File: src/rtl/multimode_ff_reg.sv
// Bank of WIDTH flip-flops whose next-state function (D, T, JK or SR) is picked per cycle by mode.
// Also tracks which bits changed on the last edge and records sticky SR S=R=1 violations.
module multimode_ff_reg #(
    parameter int               WIDTH     = 8,
    parameter logic [WIDTH-1:0] RESET_VAL = '0
) (
    input  logic             clk,
    input  logic             rst,
    input  logic             en,
    input  logic [1:0]       mode,
    input  logic [WIDTH-1:0] a,
    input  logic [WIDTH-1:0] b,
    input  logic             err_clr,
    output logic [WIDTH-1:0] q,
    output logic [WIDTH-1:0] q_bar,
    output logic [WIDTH-1:0] toggled,
    output logic             sr_err,
    output logic [WIDTH-1:0] sr_err_mask
);

    localparam logic [1:0] MODE_D  = 2'b00;
    localparam logic [1:0] MODE_T  = 2'b01;
    localparam logic [1:0] MODE_JK = 2'b10;
    localparam logic [1:0] MODE_SR = 2'b11;

    logic [WIDTH-1:0] q_q, q_d;
    logic [WIDTH-1:0] toggled_q, toggled_d;
    logic             sr_err_q, sr_err_d;
    logic [WIDTH-1:0] sr_err_mask_q, sr_err_mask_d;
    logic [WIDTH-1:0] q_next;
    logic [WIDTH-1:0] viol;

    // Per-bit next state; SR with S=R=1 holds the bit and is reported separately.
    always_comb begin
        q_next = q_q;
        unique case (mode)
            MODE_D:  q_next = a;
            MODE_T:  q_next = q_q ^ a;
            MODE_JK: q_next = (a & ~q_q) | (~b & q_q);
            MODE_SR: q_next = (a & ~b) | (q_q & ~(a ^ b)) | (q_q & a & b);
            default: q_next = q_q;
        endcase
    end

    // en gates every update, so X on a/b while disabled never reaches the state.
    always_comb begin
        q_d           = q_q;
        toggled_d     = '0;
        viol          = '0;
        if (en) begin
            q_d       = q_next;
            toggled_d = q_next ^ q_q;
            if (mode == MODE_SR) viol = a & b;
        end
        if (err_clr) begin
            sr_err_d      = |viol;
            sr_err_mask_d = viol;
        end else begin
            sr_err_d      = sr_err_q | (|viol);
            sr_err_mask_d = sr_err_mask_q | viol;
        end
    end

    always_ff @(posedge clk) begin
        if (rst) begin
            q_q           <= RESET_VAL;
            toggled_q     <= '0;
            sr_err_q      <= 1'b0;
            sr_err_mask_q <= '0;
        end else begin
            q_q           <= q_d;
            toggled_q     <= toggled_d;
            sr_err_q      <= sr_err_d;
            sr_err_mask_q <= sr_err_mask_d;
        end
    end

    assign q           = q_q;
    assign q_bar       = ~q_q;
    assign toggled     = toggled_q;
    assign sr_err      = sr_err_q;
    assign sr_err_mask = sr_err_mask_q;

endmodule

File: config.mk
export PLATFORM = sky130hd
export DESIGN_NAME = multimode_ff_reg
export DESIGN_NICKNAME = d
export VERILOG_FILES = /design/src/rtl/multimode_ff_reg.sv
export SDC_FILE = /design/constraint.sdc
export NUM_CORES = 1
export LEC_CHECK = 0
export BUFFER_PORTS_ARGS = -buffer_cell sky130_fd_sc_hd__buf_2
export CAP_MARGIN = 20
export CORE_MARGIN = 1
export CORE_UTILIZATION = 55
export CTS_CLUSTER_SIZE = 30
export DETAILED_ROUTE_END_ITERATION = 12
export PLACE_DENSITY = 0.85
export SLEW_MARGIN = 20
export SYNTH_ARGS = -nofsm -noshare
export SYNTH_HDL_FRONTEND = slang
export SYNTH_SLANG_ARGS = --single-unit
File: constraint.sdc
create_clock -name clk -period 2.45 [get_ports clk]
set_input_delay 0.3675 -clock clk [delete_from_list [all_inputs] [get_ports clk]]
set_output_delay 0.3675 -clock clk [all_outputs]
set_load 0.01 [all_outputs]
== Word-level counts from Yosys, hierarchy flattened ==
Index checks and enable logic that the tools add are counted.

* Register bits after elaboration: 25
* Word-level logic and storage cells: 34
* Input port bits: 22
* Output and inout bits: 33

* Bitwise logic cells: 19
* Eq/ne operators: 3
* Reduce and logical (&&, ||, !) cells: 3
* Mux-type cells: 5

{| class="wikitable"
|+ Operator list
! cell !! count
|-
| 8-bit bitwise AND || 7
|-
| 8-bit OR || 4
|-
| 8-bit case mux with 4 select lines || 1
|-
| 8-bit 2-to-1 mux || 3
|-
| 8-bit inverter || 3
|-
| 8-bit bitwise XOR || 3
|-
| 8-bit OR reduction || 1
|-
| 2-bit equality test, second input constant || 2
|-
| 2-bit by 1-bit equality test with 1-bit output, second input constant || 1
|-
| 2-bit zero test || 1
|-
| 2-bit OR reduction || 1
|-
| 1-bit 2-to-1 mux || 1
|-
| 1-bit inverter || 1
|-
| 1-bit OR || 1
|}

== Longest topological paths before layout ==
Gate-level depths: netlist (run 1).

* Word-level depth: 7
* Gate-level depth with buffers: 6
* Depth with buffers taken out: 6

== Worst setup path after synthesis (run 1) ==
Ideal clock, no wire load.

* Path type: input-to-reg
* Start: input b[0]
* End: register toggled_q[0], in the netlist toggled[0]
* Stages on the path: 6
* Data required time: 2.378 ns
* Arrival: 1.479 ns
* Library setup time: 0.072 ns
* Setup slack: 0.899 ns
* Cells stage by stage: inv_1 > ha_1 > a221oi_1 > o22ai_1 > a211oi_1 > mux2i_1

* Word-level cells in the longest chain between the ends: 7

{| class="wikitable"
|+ Ends and longest elaborated chain
! item !! line !! RTL
|-
| from (decl) || 12 || <nowiki>input logic [WIDTH-1:0] b,</nowiki>
|-
| 8-bit bitwise XOR || 40 || <nowiki>MODE_SR: q_next = (a & ~b) | (q_q & ~(a ^ b)) | (q_q & a & b);</nowiki>
|-
| 8-bit inverter || 40 ||
|-
| 8-bit bitwise AND || 40 ||
|-
| 8-bit OR (2 in a row) || 40 ||
|-
| 8-bit case mux with 4 select lines (*) || 36 || <nowiki>unique case (mode)</nowiki>
|-
| 8-bit bitwise XOR (*) || 52 || <nowiki>toggled_d = q_next ^ q_q;</nowiki>
|-
| to (signal assigned) || 72 || <nowiki>toggled_q <= toggled_d;</nowiki>
|-
| to (decl) || 27 || <nowiki>logic [WIDTH-1:0] toggled_q, toggled_d;</nowiki>
|}

Mark *: on every way between the ends. The rest lies on a longest branch, timed or not.
A chain may end at the register's enable or synchronous reset.

== Worst setup path after layout (run 1) ==
* Start: register q_q[2], in the netlist q[2]
* End: register toggled_q[2], in the netlist toggled[2]

* Word-level cells in the longest chain between the ends: 5

{| class="wikitable"
|+ Ends and longest elaborated chain
! item !! line !! RTL
|-
| from (decl) || 26 || <nowiki>logic [WIDTH-1:0] q_q, q_d;</nowiki>
|-
| from (signal assigned) || 71 || <nowiki>q_q <= q_d;</nowiki>
|-
| 8-bit bitwise AND or 8-bit inverter (tied branches) || 40, 39 ||
|-
| 8-bit OR (tied with other cells) || 40 ||
|-
| 8-bit OR (on tied branches) || 40, 39 ||
|-
| 8-bit case mux with 4 select lines || 36 ||
|-
| 8-bit bitwise XOR (*) || 52 ||
|}

Marks and branches as above.

==> results of run 1 <==
-- per-layer routing --
metal,routed length [um],share of wire (%),up-vias
li1,-,-,821
met1,1760,47,726
met2,1740,47,43
met3,183,4.9,7
met4,48,1.3,0
met5,0,0,-
-- power by group --
| part | switching, mW | internal [mW] | total, mW | leakage [nW] |
|---|---|---|---|---|
| clock | 0.130 | 0.0614 | 0.191 | 0.0177 |
| sequential | 0.0247 | 0.430 | 0.455 | 0.205 |
| combinational | 0.152 | 0.118 | 0.270 | 0.776 |
| total | 0.306 | 0.609 | 0.915 | 0.998 |
-- cells by family (layout without fill, tap and decap cells) --
| group | after synthesis | count (layout) | synth area share, % |
|---|---|---|---|
| simple gates | 65 | 65 | 19.8 |
| compound gates | 52 | 52 | 22.6 |
| buf+inv | 26 | 75 | 6.97 |
| flops | 25 | 25 | 28.4 |
| fa+ha+maj | 24 | 24 | 17.1 |
| mux | 9 | 9 | 5.12 |
-- worst paths after layout --
kind / slack [ns] / from / cells past startpoint / end
worst min-delay path: 0.42 / rst / 2 / sr_err_mask[2]
worst max-delay path: 0.86 / q[2] / 5 / toggled[2]
worst max register to register: 0.86 / q[2] / 5 / toggled[2]
worst min register to register: 0.48 / sr_err / 2 / sr_err
-- sequential cells by signal, summed over array words and instances (netlist names) --
name	count
sr_err	1
sr_err_mask	8
q	8
toggled	8
-- critical path, stage by stage, from the launching register on --
cell     delay, ns
dfxtp_1       0.42
ha_1          0.31
mux2i_1       0.06
a32o_1        0.25
or3_1         0.35
a21oi_1       0.15
-- synthesized netlist by cell type, types with 3 or more instances --
master,n
dfxtp_1,25
ha_1,24
a21oi_1,18
inv_1,17
nor2_1,15
mux2i_1,9
nand2_1,9
nor2b_1,9
nor3_1,8
a221oi_1,5
o22ai_1,5
a211oi_2,4
clkbuf_1,4
nor2_2,4
o21a_1,4
o21ai_0,4
o41ai_2,4
or3b_1,4
a32o_1,3
nand3_1,3
o31ai_1,3
or2_2,3
or3_1,3
-- area by class of cell --
class | count | area (um2)
Timing Repair Buffer | 54 | 270
Clock buffer | 3 | 22.5
Multi-Input combinational cell | 150 | 1140
Clock inverter | 1 | 5.00
Tap cell | 44 | 55.1
Inverter | 17 | 63.8
Fill cell | 272 | 1000
Sequential cell | 25 | 500
-- stage by stage --
step	total power [mW]	instances
2_1_floorplan	0.642	201
3_3_place_gp	0.726	290
3_5_place_dp	0.732	290
4_1_cts	0.924	294
5_1_grt	0.972	294
6_report	0.915	294
==> key figures, run 1 <==
Status
  – Status: finished, final reports clean

Clock network
  – Clk Latency, worst-skew pair: ~0.33 ns
  – Clock sink total: 25
  – CTS hold repair buffers: 0
  – CTS max path bufs: 2
  – Root Buffer: clkbuf_4
  – Post-CTS Resized: 0
  – H-tree depth: 1
  – Clock-pin slew on the worst setup and hold paths: about 0.14 ns
  – Total CTS buffers: 3
  – CTS tree: built
  – Number of setup buffers added after CTS: 0

Pwr
  – Worst VDD drop: approximately 0.33 mV
  – Leak Pwr: 0.998 nW
  – PwrDens: 446 nW/um2

GRT
  – First-pass GRT wire length: 5810 um
  – Grt peak-use layer: met2
  – GR Util met3: under 10%
  – Largest net degree at the start of global routing: 25
  – Vias in the first global route: around 1400
  – GR Layer Usage met1: 26.3%
  – Initial antenna violation count: 0
  – Grt total ovfl: 0
  – Met2 Use GR: 38.6%
  – All-Layer GR Usage: 22.0%

Place
  – Pre-CTS setup slack: 0.638 ns
  – Hpwl dp: 2730 um
  – DP Area: 2030 um2
  – Placer Congestion: 0.799
  – Port bufs: 54

Layout
  – Synth-to-Final Area Change: 16.7%
  – Share of post-route cells with drive strength above 1: 29.6%
  – Final instance area: 2050 um2
  – Commonest cells after routing, fill and taps aside: 54 x buf_2, 25 x dfxtp_1, 24 x ha_1
  – Final Util: 67.3%
  – NumNets Final: slightly below 300
  – Antenna cells: 0
  – Commonest non-fill, non-tap cell in the layout: buf_2

Synth
  – Number of register bits inferred by synthesis: 25
  – EDFF count, synth: 0
  – Area leader, netlist: dfxtp_1
  – Synth async-reset ratio: 0%
  – Sequential share of the synthesized area: 28.4%
  – Syn_area_per_cell: 8.75 um2
  – Synth cell types: 33
  – Synth top area cells: dfxtp_1 28%, ha_1 17%, a21oi_1 5.1%
  – Synth Warn #: 0
  – Synth Instances: 201
  – Primary FF master, synth: dfxtp_1
  – Yosys top cell area share: 28.4%
  – Cell Area, Synth: 1760 um2
  – Post-synth net total: 247

Detailed routing
  – # DRC: 0
  – Final ANT Viol Nets: 0
  – Starting DRT DRC Count: 44
  – Drt total wl: ~3700 um
  – Average wire per cell in the routed design: 12.7 um
  – Vias: 1597
  – Initial DRT Pass Iterations: 4
  – Vias/cell: 5.43

Floorplan
  – Core Box Area: 3050 um2
  – Initial core utilization: 57.6%
  – Die boundary width: 58.6 um
  – Io pins: 55
  – DIE AREA: about 3400 um2
  – Core Rows: 20
  – Die height: 58.6 um

Timing
  – Actual slew at the worst max-slew pin: roughly 0.53 ns
  – Maximum clock frequency: 629 MHz
  – Slew Viols, Final: 0
  – Clock Skew: 0.00896 ns
  – Final worst-path cycle share: between 60% and 70%
  – Final hold vios: 0
  – Setup tns final: 0 ns
  – Endpoints failing setup: 0
  – WHS: 0.419 ns
  – PnR worst setup slack: roughly 0.86 ns
  – Minimum clock period: 1.59 ns
  – Max-Slew Margin vs Limit: 64.9%
  – RSZ-0062 raised after global routing: false

Min path
  – Worst min path class: input port to flip-flop

Setup path
  – Worst Setup End Kind: flip-flop
  – Arr. time, crit path: 1.86 ns
  – Startpoint Class: flip-flop
  – Crit path kind: flip-flop to flip-flop
  – CP Data Required Time: roughly 2.7 ns
  – CP Max Fanout: 9

Flow run
  – Maxcap violations: 0
Note: power is estimated with default switching activity, not from simulation.
==> inputs of run 2 (changes only) <==
ABC_AREA = 1   (was unset)
CORE_UTILIZATION = 51   (was 55)
PLACE_DENSITY = 0.8   (was 0.85)
clock period = 1.55 ns   (was 2.45 ns; I/O delays follow)
==> key figures, run 2 <==
GRT
  – Met2 Use GR: 42.1%
  – GR Layer Usage met1: 32.5%
  – GR Util met3: around 2.8%
  – Grt total ovfl: 0
  – Grt peak-use layer: met2
  – First-pass GRT wire length: just under 7000 um
  – Vias in the first global route: between 1500 and 2000
  – All-Layer GR Usage: 24.8%
  – Initial antenna violation count: 0
  – Largest net degree at the start of global routing: 15

Setup path
  – Arr. time, crit path: 1.59 ns
  – CP max-delay cell: dfxtp_1
  – CP Data Required Time: around 1.8 ns
  – Slowest stage delay, CP: 0.50 ns
  – Cell Chain, Critical Path: ha_1 -> o21ai_1 -> nand3_1 -> a21oi_1 -> nor2_1
  – Worst Setup End Kind: flip-flop
  – Startpoint Class: flip-flop
  – CP Max Fanout: 8
  – Crit path kind: flip-flop to flip-flop

Synth
  – Cell Area, Synth: 1750 um2
  – Most common cell in the netlist: nand2_1
  – Synth async-reset ratio: 0%
  – Number of register bits inferred by synthesis: 25
  – Synth Instances: roughly 270
  – Post-synth net total: ~310
  – Syn_area_per_cell: about 6.5 um2
  – Primary FF master, synth: dfxtp_1
  – Commonest cells in the netlist: 81 x nand2_1, 35 x inv_1, 33 x nand3_1
  – Area leader, netlist: dfxtp_1
  – Synth cell types: 18
  – Synth top area cells: dfxtp_1 29%, nand2_1 17%, ha_1 17%
  – Sequential share of the synthesized area: 28.7%
  – Synth Warn #: 0
  – Yosys top cell area share: 28.7%
  – EDFF count, synth: 0

Clock network
  – CTS tree: built
  – CTS hold repair buffers: 0
  – Number of setup buffers added after CTS: 0
  – Clk Latency, worst-skew pair: 0.34 ns
  – H-tree depth: 1
  – Root Buffer: clkbuf_4
  – Clock sink total: 25
  – Post-CTS Resized: 0
  – Clock-pin slew on the worst setup and hold paths: 0.14 ns
  – CTS max path bufs: 2
  – Total CTS buffers: 3

Place
  – Placer Congestion: roughly 0.8
  – Hpwl dp: 3050 um
  – Port bufs: 54
  – DP Area: 2090 um2
  – Dpl cells: 368

Flow run
  – Maxcap violations: 0

Layout
  – Multi-input gate area: 1080 um2
  – Share of post-route cells with drive strength above 1: 20.7%
  – Commonest cells after routing, fill and taps aside: 81 x nand2_1, 54 x buf_2, 35 x inv_1
  – Register area: 500 um2
  – Final instance area: 2120 um2
  – Post-route insts no fill: 372
  – Antenna cells: 0
  – Fill cells: 319
  – Commonest non-fill, non-tap cell in the layout: nand2_1
  – Synth-to-Final Area Change: 21.2%
  – NumNets Final: about 380

Timing
  – RSZ-0062 raised after global routing: false
  – Actual slew at the worst max-slew pin: 0.425 ns
  – Slew Viols, Final: 0
  – Final hold vios: 0
  – Endpoints failing setup: 0
  – WHS: 0.180 ns
  – Minimum clock period: between 1 and 1.5 ns
  – Setup tns final: 0 ns
  – Clock Skew: about 0.0086 ns
  – Max-Slew Margin vs Limit: 71.6%
  – Maximum clock frequency: 739 MHz
  – Final worst-path cycle share: 87.2%

Floorplan
  – DIE AREA: roughly 3700 um2
  – Die height: around 60 um
  – Io pins: between 50 and 60
  – Die boundary width: 60.5 um
  – Initial core utilization: 55.4%
  – Core Box Area: about 3200 um2
  – Core Rows: 20

Pwr
  – Leak Pwr: 1.14 nW
  – Worst VDD drop: ~0.47 mV
  – PwrDens: slightly below 700 nW/um2
  – Pwr Total: 1.46 mW

Min path
  – Worst min path class: input port to flip-flop

Detailed routing
  – Average wire per cell in the routed design: 11.3 um
  – Vias/cell: slightly above 5
  – Starting DRT DRC Count: 109
  – # DRC: 0
  – Drt total wl: 4210 um
  – Final ANT Viol Nets: 0
  – Initial DRT Pass Iterations: 4
  – Vias: 1872

Status
  – Status: finished, final reports clean
run 2: cell type report:
cell class / count / area share [%]
clock buffer: 4 / 1.24
timing repair buffer: 59 / 14.5
sequential: 25 / 23.6
multi-input combinational: 202 / 51.2
inverter: 38 / 6.74
tap: 44 / 2.60
run 2: worst paths after layout:
| check | start | slack (ns) | cells past startpoint | endpoint |
|---|---|---|---|---|
| hold / removal | rst | 0.18 | 2 | sr_err_mask[2] |
| setup reg to reg | q[5] | 0.20 | 5 | toggled[5] |
| setup / recovery | q[5] | 0.20 | 5 | toggled[5] |
| hold reg to reg | sr_err_mask[4] | 0.47 | 2 | sr_err_mask[4] |
run 2: cells by family (layout without fill, tap and decap cells):
group                      after synthesis  in the layout  synth area share, %
DFF                                     25             25                 28.7
AOI/OAI and AO/OA                       40             40                 11.7
buffers and inverters                   41            101                 9.24
and+or+nand+nor                        138            138                 33.2
adders and majority gates               24             24                 17.2
run 2: worst max-delay path, delay by kind of cell (launching register included):
family | cells | cell delay (ns)
AOI/OAI and AO/OA | 2 | 0.29
adders and majority gates | 1 | 0.29
DFF | 1 | 0.50
and+or+nand+nor | 2 | 0.19
run 2: per-layer routing:
| metal | share of wire [%] | vias to the layer above |
|---|---|---|
| met5 | 0 | - |
| met4 | 1.9 | 0 |
| met3 | 6.1 | 7 |
| met2 | 43 | 61 |
| met1 | 49 | 818 |
| li1 | - | 986 |
run 2: per-stage QoR:
step / setup WS, ns / util (%)
6_report: 0.198 / 67.1
5_1_grt: 0.0789 / 67.1
4_1_cts: 0.234 / 67.1
3_5_place_dp: 0.238 / 66.3
3_3_place_gp: 0.280 / 66.3
2_1_floorplan: 0.305 / -
run 2: where the power goes:
part	switching, mW	leakage (nW)	total, mW	internal [mW]
clock network	0.210	0.0150	0.312	0.101
logic	0.260	0.920	0.431	0.171
registers	0.0334	0.205	0.713	0.679
total	0.504	1.14	1.46	0.951
==> inputs of run 3 (changes only) <==
CORE_UTILIZATION = 40   (was 51)
PLACE_DENSITY = 0.65   (was 0.8)
RECOVER_POWER = 50   (was unset)
clock period = 1.25 ns   (was 1.55 ns; I/O delays follow)
==> key figures, run 3 (synthesis gave the netlist of run 2 again) <==
Clock network
  – Clk Latency, worst-skew pair: 0.27 ns
  – Total CTS buffers: 3
  – Clock-pin slew on the worst setup and hold paths: 0.09 ns
  – Clock sink total: 25
  – CTS max path bufs: 2
  – Root Buffer: clkbuf_8
  – H-tree depth: 1
  – CTS tree: built

Setup path
  – CP Data Required Time: 1.43 ns
  – RR Startpoint: q[2]
  – Crit path kind: flip-flop to flip-flop
  – CP Max Fanout: 3
  – Startpoint Class: flip-flop
  – Reg2reg path depth: 5
  – Critical Path Sink: toggled[2]
  – RR Endpoint: toggled[2]
  – Arr. time, crit path: 1.36 ns
  – Worst Setup SP: q[2]
  – Worst Setup End Kind: flip-flop
  – Reg2Reg Setup Slack: approximately 0.073 ns

Timing
  – Maximum clock frequency: between 800 and 900 MHz
  – Slew Viols, Final: 0
  – Final worst-path cycle share: 94.1%
  – Setup tns final: 0 ns
  – PnR worst setup slack: 0.0732 ns
  – Minimum clock period: 1.18 ns
  – Clock Skew: 0.00647 ns
  – Max-Slew Margin vs Limit: 65.6%
  – Final hold vios: 0
  – Endpoints failing setup: 0
  – Actual slew at the worst max-slew pin: 0.514 ns
  – WHS: 0.232 ns

Layout
  – Fill cells: ~450
  – NumNets Final: 391
  – Commonest non-fill, non-tap cell in the layout: nand2_1
  – Final instance area: 2260 um2
  – Share of post-route cells with drive strength above 1: approximately 19%
  – Commonest cells after routing, fill and taps aside: 82 x nand2_1, 37 x buf_2, 35 x inv_1
  – Final Util: 55.2%
  – Synth-to-Final Area Change: 29.2%
  – Post-route insts no fill: approximately 400
  – Antenna cells: 0

Floorplan
  – Core Rows: 23
  – Initial core utilization: 42.7%
  – DIE AREA: 4630 um2
  – Io pins: 55
  – Core Box Area: 4090 um2
  – Die height: 68.1 um
  – Die boundary width: 68.1 um

GRT
  – Vias in the first global route: around 1600
  – All-Layer GR Usage: a little over 20%
  – First-pass GRT wire length: 7070 um
  – Grt total ovfl: 0
  – Largest net degree at the start of global routing: 15
  – Initial antenna violation count: 0

Place
  – Port bufs: 54
  – Placer Congestion: between 0.8 and 0.9
  – Pre-CTS setup slack: 0.00964 ns
  – Hpwl dp: 3450 um
  – DP Area: 2230 um2
  – Dpl cells: 390

Min path
  – Worst min path class: input port to flip-flop

Pwr
  – Worst VDD drop: 0.430 mV
  – PwrDens: approximately 870 nW/um2
  – Pwr Total: 1.97 mW
  – Leak Pwr: 1.16 nW

Detailed routing
  – Starting DRT DRC Count: 62
  – Vias: approximately 1900
  – Final ANT Viol Nets: 0
  – Average wire per cell in the routed design: 11.6 um
  – Drt total wl: between 4000 and 5000 um
  – Initial DRT Pass Iterations: 4
  – # DRC: 0
  – Vias/cell: 4.86

Flow run
  – Maxcap violations: 0

Status
  – Status: finished, final reports clean
## run 3: area by class of cell
type	instances	area [um2]	share of cell area, %
timing repair buffer	75	415	18.4
clock buffer	4	45.0	2.00
inverter	38	143	6.32
tap	50	62.6	2.77
multi-input combinational	202	1090	48.3
sequential	25	500	22.2
## run 3: repair_timing
item                       CTS  global route
resized for setup            0             3
setup endpoints to repair    0             3
hold buffers                 0             0
buffers inserted             0             0
## run 3: worst min-delay path by stage
stage | start | end | slack [ns] | depth (start not counted)
final | rst | sr_err_mask[2] | 0.23 | 2
after global routing | rst | sr_err | 0.23 | 2
after CTS | rst | sr_err_mask[0] | 0.24 | 2
after detailed placement | sr_err_mask[0] | sr_err_mask[0] | 0.45 | 2
after global placement | sr_err_mask[0] | sr_err_mask[0] | 0.45 | 2
after floorplan | en | q[1] | 0.38 | 2
## run 3: power breakdown
| group | switching [mW] | total [mW] | internal [mW] |
|---|---|---|---|
| Combinational | 0.361 | 0.612 | 0.251 |
| Clock | 0.265 | 0.493 | 0.228 |
| Sequential | 0.0194 | 0.861 | 0.841 |
| Total | 0.645 | 1.97 | 1.32 |
## run 3: worst max-delay path, cell delays in order, from the launching register on
cell	delay (ns)
dfxtp_1	0.33
ha_1	0.27
o21ai_1	0.14
nand3_1	0.15
a21oi_2	0.14
nor2_1	0.05
## run 3: routing by layer
| metal | share of wire, % | global-route usage, % | vias up |
|---|---|---|---|
| met1 | 47 | 26.9 | 834 |
| met5 | 0 | 0 | - |
| met2 | 45 | 33.3 | 56 |
| met3 | 6.0 | 3.50 | 7 |
| li1 | - | - | 1016 |
| met4 | 1.5 | 6.51 | 0 |
